$ cat config.mk
export PLATFORM = sky130hd
export DESIGN_NAME = serial_adder_sub
export DESIGN_NICKNAME = d
export VERILOG_FILES = /design/src/rtl/serial_adder_sub.sv
export SDC_FILE = /design/constraint.sdc
export NUM_CORES = 1
export LEC_CHECK = 0
export ABC_AREA = 1
export CORE_MARGIN = 1.5
export CORE_UTILIZATION = 35
export CTS_CLUSTER_DIAMETER = 80
export DETAILED_ROUTE_END_ITERATION = 12
export GPL_ROUTABILITY_DRIVEN = 0
export HOLD_SLACK_MARGIN = 0.03
export PLACE_DENSITY = 0.62
export SLEW_MARGIN = 20
export SYNTH_ARGS = -nofsm -noshare
export SYNTH_HDL_FRONTEND = slang
export SYNTH_SLANG_ARGS = --single-unit
$ cat constraint.sdc
create_clock -name clk -period 3.6 [get_ports clk]
set_input_delay 0.36 -clock clk [delete_from_list [all_inputs] [get_ports clk]]
set_output_delay 0.36 -clock clk [all_outputs]
set_load 0.05 [all_outputs]
$ cat src/rtl/serial_adder_sub.sv
// Multi-cycle adder/subtractor: DIGIT bits per clock through a ripple slice with a registered carry.
// Results (sum, carry/borrow, signed overflow, zero) are published only when DONE is entered.

module serial_adder_sub_slice #(
    parameter int DIGIT = 1
) (
    input  logic [DIGIT-1:0] i_a,
    input  logic [DIGIT-1:0] i_b,
    input  logic             i_c,
    output logic [DIGIT-1:0] o_s,
    output logic             o_c
);
    logic [DIGIT:0] w_full;

    assign w_full = {1'b0, i_a} + {1'b0, i_b} + {{DIGIT{1'b0}}, i_c};
    assign o_s    = w_full[DIGIT-1:0];
    assign o_c    = w_full[DIGIT];
endmodule

module serial_adder_sub #(
    parameter int WIDTH = 8,
    parameter int DIGIT = 1
) (
    input  logic             clk,
    input  logic             rst,
    input  logic             start,
    input  logic             sub,
    input  logic [WIDTH-1:0] a,
    input  logic [WIDTH-1:0] b,
    input  logic             cin,
    output logic             busy,
    output logic             done,
    output logic [WIDTH-1:0] sum,
    output logic             cout,
    output logic             ovf,
    output logic             zero
);
    localparam int N  = WIDTH / DIGIT;
    localparam int CW = (N > 1) ? $clog2(N) : 1;

    // FIN is the settle cycle between the last digit and publishing the result.
    typedef enum logic [1:0] {S_IDLE, S_RUN, S_FIN, S_DONE} state_t;

    state_t           r_state, w_next;
    logic [WIDTH-1:0] r_a, r_b, r_res;
    logic [WIDTH-1:0] w_res_next;
    logic [CW-1:0]    r_cnt;
    logic             r_carry, r_amsb, r_bmsb;
    logic             w_accept, w_last;
    logic [DIGIT-1:0] w_s;
    logic             w_c;

    assign w_accept = start && (r_state == S_IDLE || r_state == S_DONE);
    assign w_last   = (r_cnt == CW'(N - 1));
    assign busy     = (r_state == S_RUN);
    assign done     = (r_state == S_DONE);

    serial_adder_sub_slice #(.DIGIT(DIGIT)) u_slice (
        .i_a (r_a[DIGIT-1:0]),
        .i_b (r_b[DIGIT-1:0]),
        .i_c (r_carry),
        .o_s (w_s),
        .o_c (w_c)
    );

    // New digit enters the result register from the MSB end.
    generate
        if (DIGIT == WIDTH) begin : g_full
            assign w_res_next = w_s;
        end else begin : g_part
            assign w_res_next = {w_s, r_res[WIDTH-1:DIGIT]};
        end
    endgenerate

    always_ff @(posedge clk or posedge rst) begin
        if (rst) r_state <= S_IDLE;
        else     r_state <= w_next;
    end

    always_comb begin
        w_next = r_state;
        case (r_state)
            S_IDLE:  if (start) w_next = S_RUN;
            S_RUN:   if (w_last) w_next = S_FIN;
            S_FIN:   w_next = S_DONE;
            S_DONE:  w_next = start ? S_RUN : S_IDLE;
            default: w_next = S_IDLE;
        endcase
    end

    always_ff @(posedge clk or posedge rst) begin
        if (rst) begin
            r_a     <= '0;
            r_b     <= '0;
            r_res   <= '0;
            r_cnt   <= '0;
            r_carry <= 1'b0;
            r_amsb  <= 1'b0;
            r_bmsb  <= 1'b0;
            sum     <= '0;
            cout    <= 1'b0;
            ovf     <= 1'b0;
            zero    <= 1'b0;
        end else if (w_accept) begin
            // Subtraction is a + ~b + 1; cin is ignored in that mode.
            r_a     <= a;
            r_b     <= sub ? ~b : b;
            r_carry <= sub ? 1'b1 : cin;
            r_cnt   <= '0;
            r_amsb  <= a[WIDTH-1];
            r_bmsb  <= sub ? ~b[WIDTH-1] : b[WIDTH-1];
        end else if (r_state == S_RUN) begin
            r_a     <= r_a >> DIGIT;
            r_b     <= r_b >> DIGIT;
            r_carry <= w_c;
            r_res   <= w_res_next;
            r_cnt   <= r_cnt + CW'(1);
        end else if (r_state == S_FIN) begin
            sum     <= r_res;
            cout    <= r_carry;
            ovf     <= (r_amsb == r_bmsb) && (r_res[WIDTH-1] != r_amsb);
            zero    <= (r_res == '0);
        end
    end
endmodule

; Yosys cells after proc, flatten, opt, wreduce, memory -nomap -nowiden
; Cells that the tools add are included.
[word_totals]
word_cells = 51
out_inout_bits = 13
register_bits = 43
in_bits = 21
[classes]
bitwise = 4
addsub = 3
muxes = 15
n_eq_ne = 8
reduce_logical = 9
[ops]
columns = op, count
row1 = two-way mux 8 bit, 5
row2 = zero test 8 bit, 1
row3 = NOT 8 bit, 1
row4 = case mux 2 bit (4 select lines), 1
row5 = two-way mux 3 bit, 2
row6 = two-way mux 1 bit, 5
row7 = == test 2 bit (second input constant), 2
row8 = two-way mux 2 bit, 2
row9 = AND reduction 2 bit, 2
row10 = adder 3 x 1 -> 3 bit (second input constant), 1
row11 = == test 3 bit (second input constant), 1
row12 = NOT 1 bit, 3
row13 = AND reduction 3 bit, 1
row14 = adder 1 x 1 -> 2 bit, 1
row15 = adder 2 x 1 -> 2 bit, 1
row16 = == test 2 x 1 -> 1 bit (second input constant), 1
row17 = logical AND 1 bit, 2
row18 = zero test 2 bit, 1
row19 = != test 2 x 1 -> 1 bit (second input constant), 1
row20 = != test 2 bit (second input constant), 1
row21 = nonzero test 2 bit, 1
row22 = == test 1 bit, 1
row23 = logical OR 1 bit, 1
row24 = != test 1 bit, 1

; Logic depth before layout (Yosys ltp)
; Gate-level depths: netlist of the first run.
[depth]
word_depth = 5
depth_mapped = 9
depth_no_buf = 8

; Cells and area by module
; Synthesis of the first run repeated with hierarchy kept, for this count alone.
[unflattened]
hier_cells = 259
area_unflattened_um2 = 2092.0
[by_module_without_submodules]
columns = module, n_inst, cells_each, area_per_inst_um2, seq_area_each_um2
row1 = serial_adder_sub, 1, 258, 2072.0, 1076.0
row2 = serial_adder_sub_slice, 1, 1, 20.0, 0.0

; Least setup slack after synthesis of the first run
; OpenSTA, ideal clock, no wires.
[synth_timing]
path_type = register -> register
from = register r_state[1]
to = register r_b[2]
path_stages_with_launch = 10
slack_ps = 1854
n_path_buf = 2
arrival_ps = 1633
cell_sequence = dfrtp_1 inv_1 ha_1 buf_2 inv_2 buf_4 nand2_1 nand3_1 nand2_1 inv_1
[synth_lines]
columns = item, line
row1 = "start, declared", 44  ; state_t r_state, w_next;
row2 = "start signal, assigned", 77  ; else r_state <= w_next;
row3 = == test 2 x 1 -> 1 bit, -
row4 = net busy, 31  ; output logic busy,
row5 = nonzero test 2 bit (no source line), -
row6 = "end signal, assigned", 107  ; r_b <= sub ? ~b : b;
row7 = "end signal, assigned", 114  ; r_b <= r_b >> DIGIT;
row8 = "end, declared", 45  ; logic [WIDTH-1:0] r_a, r_b, r_res;
; The timed path passes the listed nets, and every way through them passes these cells.
; A chain may end at the register's enable or synchronous reset.

; Worst setup path in the final report of the first run
[layout_timing]
from = register r_state[1]
to = output port busy
[layout_between]
elab_chain_len = 1
[layout_rtl]
columns = item, line
row1 = == test 2 x 1 -> 1 bit, 55  ; assign busy = (r_state == S_RUN);
row2 = "end, declared", 31
; Every way passes these cells.

==> summary.txt, run 1 <==
Timing
  • Max-slew violations: 0
  • Final hold viol count: 0
  • RSZ-0062 raised after global routing: no
  • Final Cycle Share: between 60 and 70%
  • Setup TNS: 0 ps
  • Tmin final: 2520 ps
  • Slew @ Worst Pin: 534 ps
  • Setup-failing EPs final: 0
  • Clock skew: ~7 ps
  • Slew HR: 64.4%
  • Final WS setup: 1080 ps
  • F_max: 0.397 GHz

Layout
  • Most frequent cells in the layout: nand2_1 (97), dfrtp_1 (43), nand3_1 (33), clkdlybuf4s50_1 (33), inv_1 (31)
  • Fin util: 45.2%
  • Most common cell after layout, fill and taps aside: nand2_1
  • Area growth, synth to finish: 21.9%
  • ANT cells: 0
  • Share of layout cells above drive strength 1: 4.44%
  • Nets: 321
  • Final instance area: 2550 sq um

Clocking
  • Postcts setup bufs: 0
  • Clock Pin Slew Worst Setup and Hold Paths: 80 ps
  • Hold-fix buffers, CTS: 0
  • Bufs on Longest Clock Path: 2
  • Post_cts resized: 0
  • Clock latency on the worst-skew pair: 300 ps
  • Cts bufs inserted: 5
  • Number of H-tree levels: 2
  • Root Driver: clkbuf_8
  • CTS tree: yes
  • CTS sink cnt: 43

Place
  • Post-DP HPWL: 2.83 mm
  • Worst slack, placed: 1380 ps
  • Port Buffers: 33
  • Placed cell area: approximately 2500 sq um

Synthesis
  • Cell taking the most area after synthesis: dfrtp_1
  • Mapped cell area: 2090 sq um
  • Post-synth top area share: 51.4%
  • Sequential area share after synthesis: 51.4%
  • Syn. warnings: 0
  • Synth Register Bits: 43
  • Synth area leaders: dfrtp_1 (51%), nand2_1 (17%), nand3_1 (7.9%), inv_1 (5.6%), o21ai_0 (5.5%)
  • Mean Syn Cell Area: approximately 8.0 sq um
  • Synthesized instance count: 260
  • Post-Syn Nets: just under 300
  • Unique masters post-synth: 17

Pwr
  • VDD IR max: 0.000319 V
  • Switch share: 45.7%
  • Sequential power share: 36.8%
  • NetSw: 1030 uW
  • Comb pwr share: around half
  • Pwr dens: 880 nW/um^2
  • Internal power: between 1000 and 1500 uW
  • Clk pwr share: 13.2%
  • Static leakage: between 0.001 and 0.0015 uW

Critical path
  • Worst EP arrival: roughly 2200 ps
  • Kind of start point of the critical path: flip-flop
  • Req. time, crit path: 3240 ps
  • Setup crit end kind: output pin
  • Critical setup path kind: flip-flop to output pin
  • Crit-path max FO: 35

Die
  • Die Y: 80.3 microns
  • Die X: 80.3 microns
  • Top Ports: 34
  • Die footprint: 6450 sq um
  • Core area: between 5000 and 6000 sq um
  • Initial core utilization: 37.1%
  • FP Rows: 27

Routing
  • DRC: 0
  • Via count: 1686
  • Post-Route WL: 3.95 mm
  • Post-DR wirelength/cell: 10.8 microns
  • DR vias/cell: around 4.6
  • ANT nets after route: 0
  • Starting DRT DRC Count: slightly above 80
  • First drt pass iteration count: 4

Status
  • Status: finished clean

Flow run
  • Max cap viols: 0

GRT
  • Vias in the first global route: between 1.5k and 2k
  • Global-route wire length before repair: about 7.3 mm
  • Initial antenna violation count: 0
  • Largest net degree at the start of global routing: 44
  • GR Util All Layers: 14.5%
  • Total gr overflow: 0

Hold path
  • Hold/Removal Path Class: flip-flop to flip-flop
kinds of logic after synthesis:
logic type / after synthesis / share of synthesized area, %
simple gates: 137 / 27.0
compound gates: 27 / 6.64
flops: 43 / 51.4
fa+ha+maj: 8 / 5.14
buf+inv: 43 / 8.91
xor+xnor: 2 / 0.837
layout make-up:
cell class | count | area [sq um]
sequential | 43 | 1080
tap | 72 | 90.1
fill | 585 | 3090
multi-input combinational | 174 | 830
clock inverter | 2 | 12.5
clock buffer | 6 | 72.6
inverter | 33 | 124
timing repair buffer | 35 | 345
metrics by stage:
stage	std cells	hold slack, ps	total power [uW]
6_report	365	482	2240
2_1_floorplan	260	449	1700
5_1_grt	365	507	2470
3_5_place_dp	357	471	1980
4_1_cts	365	491	2280
3_3_place_gp	357	460	1940
cell usage after synthesis (all sizes together):
library cell  instances
a21oi                 2
buf                  10
dfrtp                43
fa                    1
ha                    7
inv                  33
nand2                98
nand3                33
nor2                  6
o21a                  1
o21ai                23
o22ai                 1
xnor2                 2
worst max-delay path: stages, from the launching register on:
cell and delay, ps:
dfrtp_1 420, inv_1 110, ha_1 150, buf_4 310, clkdlybuf4s50_1 870
worst paths after layout:
path,from,to,slack [ps],cells after the start
setup reg to reg,r_state[0],r_b[1],1780,8
hold reg to reg,cout,cout,480,2
setup / recovery,r_state[1],busy,1080,4
max in group asynchronous,rst,r_state[0],2740,3
min in group asynchronous,rst,sum[4],500,3
hold / removal,cout,cout,480,2
routing by layer:
| metal | up-vias | part of all wire (%) | GRT usage [%] |
|---|---|---|---|
| met5 | - | 0 | 0 |
| met4 | 0 | 1.2 | 3.62 |
| met3 | 5 | 3.7 | 4.32 |
| met2 | 29 | 49 | 23.6 |
| met1 | 779 | 46 | 18.7 |
| li1 | 873 | - | - |
registers in the layout (all words and copies together), names as in the netlist:
name / count
cout: 1
ovf: 1
r_a: 8
r_amsb: 1
r_b: 8
r_bmsb: 1
r_carry: 1
r_cnt: 3
r_res: 8
r_state: 2
sum: 8
zero: 1
power groups by stage:
stage	Sequential [uW]	Clock (uW)	Combinational (uW)
CTS	828	311	1140
detailed placement	836	0	1140
floorplan	978	0	725
finish	825	297	1120
global route	855	326	1290
global placement	826	0	1120
Note: power is estimated with default switching activity, not from simulation.
==> run 2: changes to the inputs <==
Settings changed: PLACE_DENSITY 0.62 to 0.64.
Clock period 3.6 ns to 2.3 ns, I/O delays scaled along.
==> run 2 against run 1 <==
  * Sequential share of layout area down 0.33 points
  * Critical endpoint is now done
  * Die area stayed put
  * Non-clock buffer count rose by 1
  * Sequential cell count did not move
  * Combinational power up 62%
  * Setup slack worse by 710 ps
  * First-iteration DRC count is 30% higher
  * Critical path depth fell by 2
  * Power increased by 59%
  * Count of clock-buffer cells in the layout unchanged
==> summary.txt, run 2 (synthesis results as in run 1) <==
Status
  • Status: finished clean

Timing
  • Max-slew violations: 0
  • F_max: 0.518 GHz
  • RSZ-0062 raised after global routing: no
  • Setup-failing EPs final: 0
  • Slew HR: 64.8%
  • Slew @ Worst Pin: 528 ps
  • Setup TNS: 0 ps
  • Final Cycle Share: 83.9%
  • Tmin final: 1930 ps
  • Clock skew: 5.44 ps
  • Final hold viol count: 0

Critical path
  • Crit-path cells: ha_1 -> clkdlybuf4s50_1
  • Req. time, crit path: between 2000 and 2500 ps
  • Worst EP arrival: 1700 ps
  • Critical setup path kind: flip-flop to output pin
  • Slowest CP cell: clkdlybuf4s50_1
  • Crit-path max FO: 5
  • Kind of start point of the critical path: flip-flop
  • Setup crit end kind: output pin
  • CP bufs+invs: 1
  • Delay-heaviest family, CP: buffers and inverters
  • CP max stage delay: around 800 ps

Clocking
  • Hold-fix buffers, CTS: 0
  • Cts bufs inserted: 5
  • Bufs on Longest Clock Path: 2
  • Clock latency on the worst-skew pair: 290 ps
  • Clock Pin Slew Worst Setup and Hold Paths: 70 ps
  • Root Driver: clkbuf_8
  • Number of H-tree levels: 2
  • CTS sink cnt: 43
  • Post_cts resized: 0
  • Postcts setup bufs: 0
  • CTS tree: yes

Pwr
  • VDD IR max: 0.000561 V
  • Internal power: 1960 uW
  • Pwr dens: 1390 nW/um^2
  • Clk pwr share: 13.2%
  • Switch share: about 45%
  • Sequential power share: 36.1%
  • Power, Total: 3570 uW
  • NetSw: 1600 uW
  • Static leakage: 0.00129 uW
  • Comb pwr share: 50.7%

Hold path
  • Hold/Removal Path Class: input port to async pin

Routing
  • First drt pass iteration count: 6
  • Post-DR wirelength/cell: roughly 11 microns
  • Via count: 1709
  • DRC: 0
  • Starting DRT DRC Count: 108
  • Post-Route WL: 3.99 mm
  • DR vias/cell: 4.68
  • ANT nets after route: 0

Die
  • Top Ports: 34
  • Initial core utilization: between 30% and 40%
  • Die footprint: ~6400 sq um
  • FP Rows: 27
  • Core area: 5640 sq um
  • Die X: 80.3 microns
  • Die Y: 80.3 microns

Place
  • Port Buffers: 33
  • Post-DP HPWL: 2.92 mm

Layout
  • Area growth, synth to finish: 22.8%
  • Most frequent cells in the layout: nand2_1 (97), dfrtp_1 (43), nand3_1 (33), clkdlybuf4s50_1 (32), inv_1 (31)
  • Fillers: 584
  • Most common cell after layout, fill and taps aside: nand2_1
  • Share of layout cells above drive strength 1: between 5 and 6%
  • ANT cells: 0
  • Nets: 322

GRT
  • Vias in the first global route: 1660
  • Largest net degree at the start of global routing: between 40 and 50
  • GR Util All Layers: between 10% and 20%
  • Initial antenna violation count: 0
  • Total gr overflow: 0
  • Global-route wire length before repair: 7.16 mm

Flow run
  • Max cap viols: 0
[run 2: cell count changes in the layout (fill, tap and decap cells not counted)]
cell             delta
buf_4               +1
clkbuf_1            -1
clkinvlp_4          -1
clkbuf_8            +1
buf_12              +1
clkdlybuf4s50_1     -1
[run 2: worst paths after layout]
path                            startpoint         end  slack (ps)  cells past startpoint
worst min register to register        cout        cout         470                      2
max in group asynchronous              rst  r_state[0]        1560                      3
worst max-delay path            r_state[1]        done         370                      2
min in group clk                      cout        cout         470                      2
worst min-delay path                   rst      sum[4]         380                      3
worst max register to register  r_state[1]      r_b[4]         490                      8
[run 2: final cells by class]
type / count / area, sq um / area share (%)
Inverter: 33 / 124 / 4.82
Clock buffer: 6 / 82.6 / 3.21
Timing Repair Buffer: 36 / 363 / 14.1
Sequential cell: 43 / 1080 / 41.9
Multi-Input combinational cell: 174 / 830 / 32.3
Clock inverter: 1 / 5.00 / 0.195
Tap cell: 72 / 90.1 / 3.51
[run 2: tightest hold or removal path, cell delays in order]
cell and delay (ps):
clkdlybuf4s50_1 390, inv_1 50, buf_4 440
[run 2: power groups by stage]
stage	Sequential, uW	Clock (uW)	Combinational, uW
after floorplan	1530	0	1130
after global placement	1290	0	1780
after detailed placement	1300	0	1830
after CTS	1290	494	1840
after global routing	1340	522	2070
final	1290	471	1810
[run 2: layer usage]
metal / GRT usage, % / part of all wire, % / routed length, microns / vias to the layer above
li1: - / - / - / 868
met1: 17.0 / 45 / 1810 / 801
met5: 0 / 0 / 0 / -
met4: 4.14 / 1.1 / 43 / 0
met3: 3.75 / 3.9 / 156 / 5
met2: 25.3 / 50 / 1990 / 35
[run 2: metrics by stage]
stage	utilization [%]	cell area [sq um]	std cells	worst slack, ps	hold WS (ps)
floorplan	-	2090	260	554	363
global placement	44.0	2480	358	617	464
detailed placement	44.0	2480	358	523	464
CTS	45.6	2570	365	367	396
global route	45.6	2570	365	286	447
finish	45.6	2570	365	370	376
